--- src/rtl/tmac_acc_bi.sv ---
// tmac_acc_bi: popcount-accumulate LANES bipolar product streams over 2^WIN_LOG2 cycles, emit signed sum on valid/ready.
// Define MAC_SCALED_OUT_EN to emit the lane-mean (sum >>> log2(LANES)) instead of the raw sum.
module tmac_acc_bi #(
  parameter int LANES    = 16,
  parameter int WIN_LOG2 = 8
) (
  input  logic                                  clk,
  input  logic                                  rst_n,
  input  logic                                  start,
  input  logic [LANES-1:0]                      iC,
  output logic                                  busy,
  output logic [WIN_LOG2+$clog2(LANES)+1:0]     oSum,
  output logic                                  oValid,
  input  logic                                  iReady
);
  localparam int CW = $clog2(LANES);
  localparam int PW = CW + 1;
  localparam int AW = WIN_LOG2 + CW + 1;
  localparam int OW = AW + 1;
  typedef enum logic [1:0] {IDLE, RUN, HOLD} state_t;
  state_t                r_state, w_next;
  logic [AW-1:0]         r_acc, w_fin;
  logic [WIN_LOG2-1:0]   r_cnt;
  logic [OW-1:0]         r_sum;
  logic [PW-1:0]         w_pop;
  logic signed [OW-1:0]  w_sum, w_out;
  logic                  w_last, w_go;
  always_comb begin
    w_pop = '0;
    for (int i = 0; i < LANES; i++) w_pop = w_pop + PW'(iC[i]);
  end
  assign w_last = r_cnt == '1;
  assign w_go   = start && (r_state == IDLE || (r_state == HOLD && iReady));
  assign w_fin  = r_acc + AW'(w_pop);
  // 2*ones - total bits; modular OW-bit arithmetic keeps +full-scale exact
  assign w_sum  = $signed(OW'({w_fin, 1'b0})) - $signed(OW'(LANES << WIN_LOG2));
`ifdef MAC_SCALED_OUT_EN
  assign w_out  = w_sum >>> CW;
`else
  assign w_out  = w_sum;
`endif
  always_comb begin
    w_next = r_state;
    w_next = (r_state == IDLE) ? (start ? RUN : IDLE) :
             (r_state == RUN)  ? (w_last ? HOLD : RUN) :
             (r_state == HOLD) ? (iReady ? (start ? RUN : IDLE) : HOLD) : IDLE;
  end
  always_ff @(posedge clk or negedge rst_n) begin
    if (!rst_n) begin
      r_state <= IDLE;
      r_acc   <= '0;
      r_cnt   <= '0;
      r_sum   <= '0;
    end else begin
      r_state <= w_next;
      if (w_go) begin
        r_acc <= '0;
        r_cnt <= '0;
      end else if (r_state == RUN) begin
        r_acc <= w_fin;
        r_cnt <= r_cnt + 1'b1;
      end
      if (r_state == RUN && w_last) r_sum <= w_out;
    end
  end
  assign busy   = r_state == RUN;
  assign oValid = r_state == HOLD;
  assign oSum   = r_sum;
endmodule

--- config.mk ---
export PLATFORM = sky130hd
export DESIGN_NAME = tmac_acc_bi
export DESIGN_NICKNAME = d
export VERILOG_FILES = /design/src/rtl/tmac_acc_bi.sv
export SDC_FILE = /design/constraint.sdc
export NUM_CORES = 1
export LEC_CHECK = 0
export ABC_AREA = 1
export BUFFER_PORTS_ARGS = -buffer_cell sky130_fd_sc_hd__buf_2
export CORE_ASPECT_RATIO = 1.5
export CORE_UTILIZATION = 50
export CTS_CLUSTER_DIAMETER = 50
export DETAILED_ROUTE_END_ITERATION = 8
export GPL_TIMING_DRIVEN = 0
export PLACE_DENSITY = 0.75
export SYNTH_ARGS = -nofsm -noshare
export SYNTH_HDL_FRONTEND = slang
export SYNTH_SLANG_ARGS = --single-unit
--- constraint.sdc ---
create_clock -name clk -period 3.08 [get_ports clk]
set_input_delay 0 -clock clk [delete_from_list [all_inputs] [get_ports clk]]
set_output_delay 0 -clock clk [all_outputs]
set_load 0.01 [all_outputs]
==> flow_metrics.env <==
export IMPL_die_x_um=57.3
export IMPL_ioPinCount=36
export IMPL_wirelength_mm=4.93
export IMPL_synth_top_family_by_area="simple AND/OR/NAND/NOR gates"
export IMPL_synth_seq_area_share_pct=39.3
export IMPL_wirelength_met1_mm=1.95
export IMPL_min_path_type="primary input to flop"
export IMPL_endpoint="r_acc[4]"
export IMPL_fin_tns_setup_ns=-3.93
export IMPL_syn_area_mm2=0.00229
export IMPL_initial_utilization_pct=53.1
export IMPL_netlist_instances=281
export IMPL_skew_ns=0.0133
export IMPL_grt_overflow=0
export IMPL_dieArea_mm2=0.00486
export IMPL_mostFrequentLayoutCells="72 x nand2_1, 49 x inv_1, 36 x dfrtp_1"
export IMPL_ant_nets=0
export IMPL_slew_viol_final=0
export IMPL_numCtsBuffers=5
export IMPL_cts_buffer_depth=2
export IMPL_cts_tree="done"
export IMPL_rrSetupSlack_ns=-0.31
export IMPL_synthMuxAreaShare_pct=0
export IMPL_startpoint_type="flop"
export IMPL_setup_viol_count_final=18
export IMPL_place_congestion=0.861
export IMPL_yosys_area_share_simple_pct=23.9
export IMPL_dr_wl_met2_mm=2.72
export IMPL_cts_clk_slew_worst_paths_ns=0.07
export IMPL_grt_total_usage_pct=22.5
export IMPL_vias=1932
export IMPL_cp_slowest_cell="fa_1"
export IMPL_peakVddDrop_mv=1.31
export IMPL_remaining_drc_errors=2
export IMPL_synth_compound_area_share_pct=8.63
export IMPL_violations="DRC, setup timing"
export IMPL_syn_num_nets=322
export IMPL_synth_xor_xnor_area_share_pct=2.29
export IMPL_wl_per_cell_um=13.0
export IMPL_period_minus_slack_ns=3.39
export IMPL_coreArea_mm2=0.00432
export IMPL_p_leak_nw=1.49
export IMPL_critical_path_class="flop to flop"
export IMPL_yosys_warnings=0
export IMPL_reg2reg_to="r_acc[4]"
export IMPL_path_cells="inv_2 > fa_1 > fa_1 > fa_1 > inv_2 > fa_2 > inv_2 > fa_2 > nand3b_1 > nand2_2 > buf_4 > buf_6 > xnor2_4 > o21ai_1"
export IMPL_die_height_um=84.9
export IMPL_crit_path_end_kind="flop"
export IMPL_grt_pass1_vias=1962
export IMPL_grt_first_pass_wirelength_mm=8.30
export IMPL_rr_startpoint="r_acc[0]"
export IMPL_final_hold_violation_count=0
export IMPL_syn_to_final_growth_pct=24.2
export IMPL_max_slew_margin_pct=46.6
export IMPL_antenna_cells=0
export IMPL_status="finished, violations left"
export IMPL_critPathRequiredTime_ns=3.24
export IMPL_h_tree_depth=2
export IMPL_ys_ff_latch=36
export IMPL_rsz0062_at_grt="yes"
export IMPL_arrival_ns=3.55
export IMPL_antenna_found_initial=0
export IMPL_critPathMaxStageDelay_ns=0.57
export IMPL_finalWorstSetupSlack_ns=-0.310
export IMPL_layout_commonest_cell="nand2_1"
export IMPL_drive_gt1_share_pct=27.7
export IMPL_clk_latency_ns=0.30
export IMPL_drt_iter0_markers=112
export IMPL_clock_sinks=36
export IMPL_dr_wl_met3_um=110
export IMPL_clock_root_buffer="clkbuf_8"
export IMPL_post_route_util_pct=65.9
export IMPL_cap_viol_max_count=0
export IMPL_reg2regPathDepth=14
export IMPL_yosysUniqueCellTypes=32
export IMPL_dp_final_hpwl_mm=3.58
export IMPL_fin_nets=372
export IMPL_power_density_mw_per_mm2=1160
export IMPL_numPortBuffers=34
export IMPL_maxUsedRoutingLayer="met4"
export IMPL_synthAdderAreaFrac_pct=15.4
export IMPL_avgSynthCellArea_um2=8.15
export IMPL_grt_max_degree=37
export IMPL_rows=29
export IMPL_cp_startpoint="r_acc[0]"
export IMPL_fmax_ghz=0.295
export IMPL_path_max_fanout=3
export IMPL_tightest_slew_ns=0.801
export IMPL_firstDrtPassIters=6
export IMPL_period_share_pct=110
export IMPL_routed_via_density=5.11
## timing repair
item | CTS | global route
gates resized for setup | 20 | 13
hold buffers | 1 | 0
hold endpoints to repair | 36 | 0
buffers inserted | 4 | 4
pin swaps | 4 | 9
setup endpoints to repair | 19 | 24
## per-stage QoR
step                hold WS, ns  cell area (um^2)  worst slack, ns  std cells  total power [W]
detailed placement        0.138              2530           -0.657        361          0.00217
CTS                     0.00853              2770           -0.319        374          0.00303
floorplan                -0.296              2300           -0.296        281          0.00183
global route             0.0569              2850           -0.468        378          0.00357
global placement          0.129              2530           -0.591        361          0.00211
finish                  0.00565              2850           -0.310        378          0.00331
## worst min-delay path by stage
| stage | cells after the start | from | endpoint |
|---|---|---|---|
| 6_report | 4 | iReady | r_state[1] |
| 3_5_place_dp | 1 | rst_n | oSum[11] |
| 3_3_place_gp | 1 | rst_n | oSum[10] |
| 2_1_floorplan | 0 | rst_n | oSum[10] |
| 5_1_grt | 4 | iReady | r_state[1] |
| 4_1_cts | 4 | iReady | r_state[1] |
## layout make-up
class,count,area (um^2)
well taps,46,57.6
multi-input cells,186,1280
clock inverters,1,30.0
inverters,55,209
clock buffers,7,96.3
repair buffers,43,248
flip-flops and latches,36,901
plain buffers,4,27.5
fillers,363,1470
## routing by layer
layer / vias up / global-route usage [%]
li1: 964 / -
met5: - / 0
met2: 42 / 41.7
met3: 11 / 3.05
met4: 0 / 12.0
met1: 915 / 24.0
## power by group
part	total (W)	internal (W)	switching (W)
clock	0.000458	0.000286	0.000172
combinational	0.00217	0.000982	0.00118
sequential	0.000681	0.000598	0.0000828
total	0.00331	0.00187	0.00144
## synth_stat cells (all sizes together)
master | instances | area share (%)
fa | 12 | 10
inv | 55 | 9.1
nor2 | 15 | 2.8
nand3b | 3 | 0.98
or2 | 2 | 0.55
ha | 9 | 4.9
nor3 | 4 | 1.4
o22ai | 4 | 1.1
xor2 | 4 | 1.5
a21oi | 5 | 1.1
a221oi | 1 | 0.38
nand2 | 81 | 13
clkbuf | 1 | 0.16
o211ai | 1 | 0.33
nand4 | 2 | 0.55
xnor2 | 2 | 0.76
buf | 3 | 1.0
nand3 | 17 | 3.9
o21ai | 21 | 5.4
nor3b | 1 | 0.33
dfrtp | 36 | 39
conb | 1 | 0.16
o21bai | 1 | 0.33
## registers in the layout, indices dropped and copies added, names as in the netlist
register  count
oSum         13
r_acc        13
r_cnt         8
r_state       2
## critical path, delay by kind of cell (launching register included)
family / cells / cell delay (ns)
DFF: 1 / 0.35
buffers and inverters: 5 / 0.42
AOI/OAI and AO/OA: 1 / 0.08
xor gates and xnor gates: 1 / 0.16
and+or+nand+nor: 2 / 0.21
adders and majority gates: 5 / 2.04
## cells by family after synthesis
family / Yosys count
fa+ha+maj: 21
buf+inv: 59
xor+xnor: 6
simple gates: 125
flops: 36
other cells: 1
compound gates: 33
Note: power is estimated with default switching activity, not from simulation.
